===== config.mk =====
export PLATFORM = sky130hd
export DESIGN_NAME = led_pattern_ctrl
export DESIGN_NICKNAME = d
export VERILOG_FILES = /design/src/rtl/led_ctrl_pkg.sv /design/src/rtl/phase_timer.sv /design/src/rtl/led_pattern_ctrl.sv
export SDC_FILE = /design/constraint.sdc
export NUM_CORES = 1
export LEC_CHECK = 0
export ABC_CLOCK_PERIOD_IN_PS = 2600
export BUFFER_PORTS_ARGS = -buffer_cell sky130_fd_sc_hd__buf_2
export CAP_MARGIN = 25
export CELL_PAD_IN_SITES_DETAIL_PLACEMENT = 1
export CELL_PAD_IN_SITES_GLOBAL_PLACEMENT = 1
export CORE_MARGIN = 2
export CORE_UTILIZATION = 46
export CTS_CLUSTER_DIAMETER = 40
export CTS_CLUSTER_SIZE = 8
export DETAILED_ROUTE_END_ITERATION = 7
export PLACE_DENSITY_LB_ADDON = 0.1
export SLEW_MARGIN = 25
export SYNTH_ARGS = -nofsm -noshare
export SYNTH_HDL_FRONTEND = slang
export SYNTH_SLANG_ARGS = --single-unit
export TNS_END_PERCENT = 20

===== constraint.sdc =====
create_clock -name clk -period 2.6 [get_ports clk]
set_input_delay 0.13 -clock clk [delete_from_list [all_inputs] [get_ports clk]]
set_output_delay 0.13 -clock clk [all_outputs]
set_load 0.01 [all_outputs]

===== src/rtl/led_ctrl_pkg.sv =====
// Shared types and default widths for the LED pattern controller.
package led_ctrl_pkg;

    typedef enum logic [1:0] {MODE_OFF, MODE_SOLID, MODE_BLINK, MODE_BURST} mode_t;
    typedef enum logic [1:0] {S_IDLE, S_SOLID, S_BLINK, S_BURST} state_t;

    localparam int HP_W_DEF  = 24;
    localparam int CNT_W_DEF = 4;

endpackage


===== src/rtl/phase_timer.sv =====
// Phase counter: counts 0..hp while enabled and flags the last cycle of each phase.
module phase_timer
    import led_ctrl_pkg::*;
#(
    parameter int HP_W = HP_W_DEF
) (
    input  logic            clk,
    input  logic            nreset,
    input  logic            load,
    input  logic            en,
    input  logic [HP_W-1:0] hp,
    output logic            tick
);

    logic [HP_W-1:0] cnt;

    // Equality compare means cnt never passes hp, so no wrap handling is needed.
    assign tick = en && (cnt == hp);

    always_ff @(posedge clk or negedge nreset) begin
        if (!nreset)   cnt <= '0;
        else if (load) cnt <= '0;
        else if (tick) cnt <= '0;
        else if (en)   cnt <= cnt + 1'b1;
    end

endmodule


===== src/rtl/led_pattern_ctrl.sv =====
// Handshaked LED sequencer: off, solid, continuous blink and N-pulse burst with done pulse.
module led_pattern_ctrl
    import led_ctrl_pkg::*;
#(
    parameter int HP_W  = HP_W_DEF,
    parameter int CNT_W = CNT_W_DEF
) (
    input  logic             clk,
    input  logic             nreset,
    input  logic             cfg_valid,
    output logic             cfg_ready,
    input  logic [1:0]       cfg_mode,
    input  logic [HP_W-1:0]  cfg_half_period,
    input  logic [CNT_W-1:0] cfg_count,
    output logic             led,
    output logic             busy,
    output logic             done
);

    state_t           state, state_d;
    logic             led_d, done_d;
    logic [HP_W-1:0]  hp_q, hp_d;
    logic [CNT_W-1:0] n_q, n_d, pcnt, pcnt_d;
    logic             accept, tick, timer_en;

    assign cfg_ready = (state != S_BURST);
    assign busy      = (state == S_BLINK) || (state == S_BURST);
    assign accept    = cfg_valid && cfg_ready;
    assign timer_en  = busy;

    phase_timer #(.HP_W(HP_W)) u_timer (
        .clk    (clk),
        .nreset (nreset),
        .load   (accept),
        .en     (timer_en),
        .hp     (hp_q),
        .tick   (tick)
    );

    always_comb begin
        state_d = state;
        led_d   = led;
        done_d  = 1'b0;
        pcnt_d  = pcnt;
        hp_d    = hp_q;
        n_d     = n_q;
        if (accept) begin
            // A new config always restarts from a clean phase, whatever was running.
            hp_d   = cfg_half_period;
            n_d    = cfg_count;
            pcnt_d = '0;
            case (mode_t'(cfg_mode))
                MODE_OFF:   begin state_d = S_IDLE;  led_d = 1'b0; end
                MODE_SOLID: begin state_d = S_SOLID; led_d = 1'b1; end
                MODE_BLINK: begin state_d = S_BLINK; led_d = 1'b1; end
                default: begin
                    if (cfg_count == '0) begin
                        state_d = S_IDLE;
                        led_d   = 1'b0;
                        done_d  = 1'b1;
                    end else begin
                        state_d = S_BURST;
                        led_d   = 1'b1;
                    end
                end
            endcase
        end else begin
            case (state)
                S_BLINK: if (tick) led_d = ~led;
                S_BURST: begin
                    if (tick) begin
                        if (led) begin
                            led_d  = 1'b0;
                            pcnt_d = pcnt + 1'b1;
                        end else if (pcnt == n_q) begin
                            // Final low phase over: burst finished.
                            state_d = S_IDLE;
                            done_d  = 1'b1;
                        end else begin
                            led_d = 1'b1;
                        end
                    end
                end
                default: ;
            endcase
        end
    end

    always_ff @(posedge clk or negedge nreset) begin
        if (!nreset) begin
            state <= S_IDLE;
            led   <= 1'b0;
            done  <= 1'b0;
            pcnt  <= '0;
            hp_q  <= '0;
            n_q   <= '0;
        end else begin
            state <= state_d;
            led   <= led_d;
            done  <= done_d;
            pcnt  <= pcnt_d;
            hp_q  <= hp_d;
            n_q   <= n_d;
        end
    end

endmodule


==> results of run 1 <==
==> kinds of logic (layout without fill, tap and decap cells) <==
| logic type | after synthesis | after routing |
|---|---|---|
| AOI/OAI and AO/OA | 27 | 27 |
| xor gates and xnor gates | 47 | 47 |
| adders and majority gates | 6 | 6 |
| buffers and inverters | 19 | 67 |
| DFF | 60 | 60 |
| muxes | 29 | 29 |
| and+or+nand+nor | 100 | 100 |
==> per-stage QoR <==
step | util, % | instance area, um2 | power (mW) | cells | setup slack, ns
final | 54.0 | 3630 | 2.36 | 416 | 0.403
after global routing | 54.0 | 3630 | 2.49 | 416 | 0.312
after CTS | 54.0 | 3630 | 2.40 | 416 | 0.419
after detailed placement | 50.6 | 3400 | 1.47 | 399 | 0.450
after global placement | 50.6 | 3400 | 1.46 | 399 | 0.448
after floorplan | - | 3150 | 1.34 | 288 | 0.758
==> how the worst max path moves through the flow <==
stage | endpoint | start | depth (start not counted)
floorplan | u_timer.cnt[23] | u_timer.cnt[16] | 7
global placement | u_timer.cnt[1] | u_timer.cnt[17] | 6
detailed placement | u_timer.cnt[1] | u_timer.cnt[17] | 6
CTS | u_timer.cnt[1] | u_timer.cnt[17] | 6
global route | u_timer.cnt[23] | state[1] | 5
finish | u_timer.cnt[1] | u_timer.cnt[17] | 6
==> cells in the final DEF (no fill, tap or decap), types with 10 or more instances in the layout <==
cell type and instances:
xor2_1 17, xnor2_1 29, mux2_2 29, nor2_1 23
nand3_1 13, buf_2 36, clkbuf_8 10, nand2_1 18
dfrtp_1 60, nand4_1 15
==> state kept, by name, summed over array words and instances (netlist names) <==
name and flops:
n_q 4, hp_q 24, done 1, u_timer.cnt 24
led 1, pcnt 4, state 2
==> power groups by stage <==
stage	logic [mW]	clock network (mW)	registers [mW]
floorplan	0.255	0	1.09
CTS	0.355	0.948	1.10
global placement	0.349	0	1.11
detailed placement	0.352	0	1.12
finish	0.347	0.919	1.10
global route	0.386	0.991	1.11
==> metal layers <==
metal	GRT usage, %	wire length (um)	vias to the layer above
met4	7.24	74	0
met5	0	0	-
met3	4.10	184	5
met1	28.8	3400	1161
met2	33.7	3410	33
li1	-	-	1097
==> final cells by class <==
class | instances | share of cell area (%)
flip-flops and latches | 60 | 41.4
well taps | 80 | 2.76
clock inverters | 5 | 2.07
multi-input cells | 209 | 42.6
repair buffers | 43 | 6.48
inverters | 8 | 0.828
clock buffers | 11 | 3.90
==> repair_timing <==
| item | in CTS | in global routing |
|---|---|---|
| setup buffers | 0 | 0 |
| gates resized for setup | 0 | 0 |
| hold buffers | 1 | 0 |
| endpoints found under the hold margin | 60 | 0 |
==> flow_summary.ini, run 1 <==
[setup_path]
cp_slowest_cell = or4_4
r2r-start = u_timer.cnt[17]
max_stage_delay_ns = 0.60
arrival_ns = 2.39
reg2reg_depth = 6
startpoint_type = flip-flop
r2r_setup_slack_ns = 0.40
cp_max_fo = 13
cp_cell_sequence = xnor2_1, nand4_1, or4_4, o21ai_4, buf_4, o32ai_1
endpoint_kind = flip-flop
critPathKind = reg -> reg
cp_top_family = simple AND/OR/NAND/NOR gates
r2r-end = u_timer.cnt[1]
worstPathRequired_ns = 2.79
crit_buf_inv = 1

[detailed_routing]
post_drt_wl_per_cell_um = 17.0
wl_um = 7060
drtIter0Drc = 101
vias_per_cell = 5.52
vias = 2296
dr.pass1.iters = 4
drc_errors = 0
antenna_left = 0

[min_path]
hp-class = in -> reg
hold_end = hp_q[16]
hp-start = cfg_half_period[16]
holdPathStages = 2

[timing]
slew_viol_final = 0
fmax_ghz = 0.455
tightest_slew_ns = 0.546
clock-skew-final_ns = 0.00973
hold_violations = 0
setup_viol = 0
finalCriticalPeriod_ns = 2.20
slew_headroom_pct = 63.3
min_period_over_period_pct = 84.5
timing.setup.tns_ns = 0
holdWs_ns = 0.0223
grt_setup_unrepaired = no

[pwr]
powerDensity_nw_per_um2 = 652
cellLeakagePower_nw = 1.56
seqPwrFrac_pct = 46.5
intPower_mw = 1.76
switching_share_pct = 25.6
vdd_drop_max_v = 0.000353
p_clk_share_pct = 38.9
p_sw_mw = 0.604
combPwrFrac_pct = 14.7

[floorplan]
rows = 30
die_w_um = 86.7
io_pins = 37
start_util_pct = 46.9
design.die.area_um2 = 7520
core-area_um2 = 6720
die_h_um = 86.7

[logic_synthesis]
yosys.area_share.simple_pct = 16.6
yosys-top-cells-count = dfrtp_1, mux2_2, xnor2_1
yosys_warnings = 0
ys_seq_elements = 60
synth.area.top_cells = dfrtp_1, mux2_2, xnor2_1, xor2_1, nand4_1
synth_fa_ha_area_share_pct = 2.38
synth_compound_area_share_pct = 6.08
synthArstFlopShare_pct = 100
ys.flop_type = dfrtp_1
synth_top_family_by_area = simple AND/OR/NAND/NOR gates
syn-num-nets = 327
postSynthCellCount = 288
synth-edff-count = 0
ys_seq_area_share_pct = 47.7
ys_types = 41
synth_top_area_share_pct = 47.7
yosys.area.top_type = dfrtp_1
synth-xor-area-share_pct = 13.7
post-synth-top-count-cell = dfrtp_1
netlist_area_um2 = 3150
syn_area_per_cell_um2 = 10.9
muxShareOfSynthArea_pct = 10.4

[layout]
nets = 370
multiInputGateArea_um2 = 1550
area_growth_pct = 15.2
regArea_um2 = 1500
num-fill-cells = 746
antenna_cells = 0
drive_above_1_share_pct = 28.0

[job]
cap_viol_max_count = 0

[cts]
cts_made_buffers = 9
clk_latency_ns = 0.33
htreeDepth = 3
clk_path_buf_depth = 2
root_buffer = clkbuf_8
clkSlewWorstSetupHoldPaths_ns = 0.07
cts_sinks = 60
cts_tree = yes

[grt]
grt_antenna_before_repair = 0
grt_max_degree = 34
first_global_vias = 2431
grt_overflow = 0
track_usage_pct = 21.1
grt_pass1_wl_um = 12100

[status]
status = completed

[placement]
dp_hpwl_um = 5150
gp_congestion = 0.779
portBuffers = 36
No activity file was read; power rests on OpenSTA's default activity.
==> inputs of run 2 (changes only) <==
--- a/config.mk
+++ b/config.mk
@@ -5,13 +5,13 @@
 export SDC_FILE = /design/constraint.sdc
 export NUM_CORES = 1
 export LEC_CHECK = 0
-export ABC_CLOCK_PERIOD_IN_PS = 2600
+export ABC_CLOCK_PERIOD_IN_PS = 1850
 export BUFFER_PORTS_ARGS = -buffer_cell sky130_fd_sc_hd__buf_2
 export CAP_MARGIN = 25
 export CELL_PAD_IN_SITES_DETAIL_PLACEMENT = 1
 export CELL_PAD_IN_SITES_GLOBAL_PLACEMENT = 1
 export CORE_MARGIN = 2
-export CORE_UTILIZATION = 46
+export CORE_UTILIZATION = 42
 export CTS_CLUSTER_DIAMETER = 40
 export CTS_CLUSTER_SIZE = 8
 export DETAILED_ROUTE_END_ITERATION = 7
==> constraint.sdc (replaced) <==
create_clock -name clk -period 1.85 [get_ports clk]
set_input_delay 0.0925 -clock clk [delete_from_list [all_inputs] [get_ports clk]]
set_output_delay 0.0925 -clock clk [all_outputs]
set_load 0.01 [all_outputs]
==> flow_summary.ini, run 2 (synthesized netlist as in run 1, its figures left out) <==
[grt]
track_usage_pct = 23.7
grt_pass1_wl_um = 15000
grt_max_degree = 31
met1_usage_pct = 28.1
grt.met2_usage_pct = 43.2
busiest_layer = met2
grt_overflow = 0
first_global_vias = 2972
grt_antenna_before_repair = 0
globalRouteMet3Util_pct = 4.17

[timing]
clock-skew-final_ns = 0.00592
timing.setup.tns_ns = -3.30
min_period_over_period_pct = 108
fmax_ghz = 0.499
tightest_slew_ns = 0.586
finalCriticalPeriod_ns = 2.00
holdWs_ns = 0.0107
slew_viol_final = 0
hold_violations = 0
setup_ws_ns = -0.154
slew_headroom_pct = 60.9
grt_setup_unrepaired = yes
setup_viol = 32

[layout]
top_regs = hp_q x24, u_timer.cnt x24
layout_common_cells = buf_4, dfrtp_1, buf_2
final_area_um2 = 4570
instances_no_fill = 519
area_growth_pct = 45.1
drive_above_1_share_pct = 43.1
nets = 456
antenna_cells = 0
layout_commonest_cell = buf_4

[floorplan]
rows = 31
core-area_um2 = 7250
die_w_um = 90.6
io_pins = 37
start_util_pct = 43.4
die_h_um = 90.6
design.die.area_um2 = 8210

[cts]
cts_tree = yes
clk_path_buf_depth = 2
clkSlewWorstSetupHoldPaths_ns = 0.06
root_buffer = clkbuf_8
cts_made_buffers = 9
clk_latency_ns = 0.34
cts_sinks = 60
htreeDepth = 3

[setup_path]
arrival_ns = 2.22
startpoint_type = flip-flop
r2r_setup_slack_ns = -0.15
endpoint_kind = flip-flop
cp_max_fo = 4
critPathLaunch = hp_q[16]
reg2reg_depth = 6
r2r-end = u_timer.cnt[0]
critPathKind = reg -> reg
worstPathRequired_ns = 2.06
r2r-start = hp_q[16]
crit_path_end = u_timer.cnt[0]

[pwr]
switching_share_pct = 27.3
p_sw_mw = 0.952
combPwrFrac_pct = 21.5
cellLeakagePower_nw = 2.07
vdd_drop_max_v = 0.000422
powerDensity_nw_per_um2 = 762
p_clk_share_pct = 33.9
seqPwrFrac_pct = 44.6
intPower_mw = 2.53

[placement]
gp_congestion = 0.781
portBuffers = 36
dpl-instance-area_um2 = 3830
dp_hpwl_um = 6080
dp_slack_ns = -0.218
placedCellCount = 469

[detailed_routing]
drc_errors = 0
dr.pass1.iters = 4
drtIter0Drc = 46
vias = 2688
vias_per_cell = 5.18
wl_um = 9380
antenna_left = 0
post_drt_wl_per_cell_um = 18.1

[job]
cap_viol_max_count = 0

[min_path]
hp-class = in -> reg

[status]
status = complete, but fails checks
violations = negative setup slack
## run 2: per-layer routing
| metal | vias up | wire length (um) |
|---|---|---|
| met5 | - | 0 |
| met4 | 0 | 235 |
| li1 | 1270 | - |
| met1 | 1361 | 3780 |
| met2 | 40 | 5120 |
| met3 | 17 | 239 |
## run 2: timing repair
item,CTS,global route
hold buffers,26,0
setup buffers,5,5
hold endpoints to repair,45,0
pin swaps,15,17
resized for setup,21,16
endpoints found under the setup margin,31,54
## run 2: cell type report
cell class              instances  area [um2]
clock inverters                 2        35.0
inverters                       8        32.5
fillers                       797        2680
repair buffers                129         983
flip-flops and latches         60        1500
multi-input cells             209        1740
well taps                      99         124
clock buffers                  12         155
## run 2: worst min path at each step
stage                        startpoint        to  slack (ns)  cells after the start
floorplan                        nreset      done       -0.20                      0
global placement                 nreset   pcnt[2]        0.13                      1
finish                     cfg_count[3]    n_q[3]        0.01                      2
global route        cfg_half_period[16]  hp_q[16]        0.02                      2
detailed placement               nreset   pcnt[2]        0.12                      1
CTS                        cfg_count[2]    n_q[2]       0.004                      2
## run 2: power groups by stage
stage / registers [mW] / logic (mW) / clock network (mW)
6_report: 1.55 / 0.747 / 1.18
5_1_grt: 1.57 / 0.805 / 1.26
4_1_cts: 1.55 / 0.689 / 1.21
3_5_place_dp: 1.56 / 0.598 / 0
3_3_place_gp: 1.55 / 0.584 / 0
2_1_floorplan: 1.53 / 0.358 / 0
## run 2: critical path, cell delays in order (launching register included)
cell and delay [ns]:
dfrtp_1 0.44, xnor2_4 0.19, nand4_1 0.18, or4_4 0.59, o21ai_4 0.21, buf_4 0.18
o22ai_1 0.08
## run 2: per-stage QoR
step           power (mW)  utilization [%]
5_1_grt              3.64             63.0
4_1_cts              3.44             61.3
2_1_floorplan        1.89                -
6_report             3.48             63.0
3_3_place_gp         2.14             52.9
3_5_place_dp         2.16             52.9
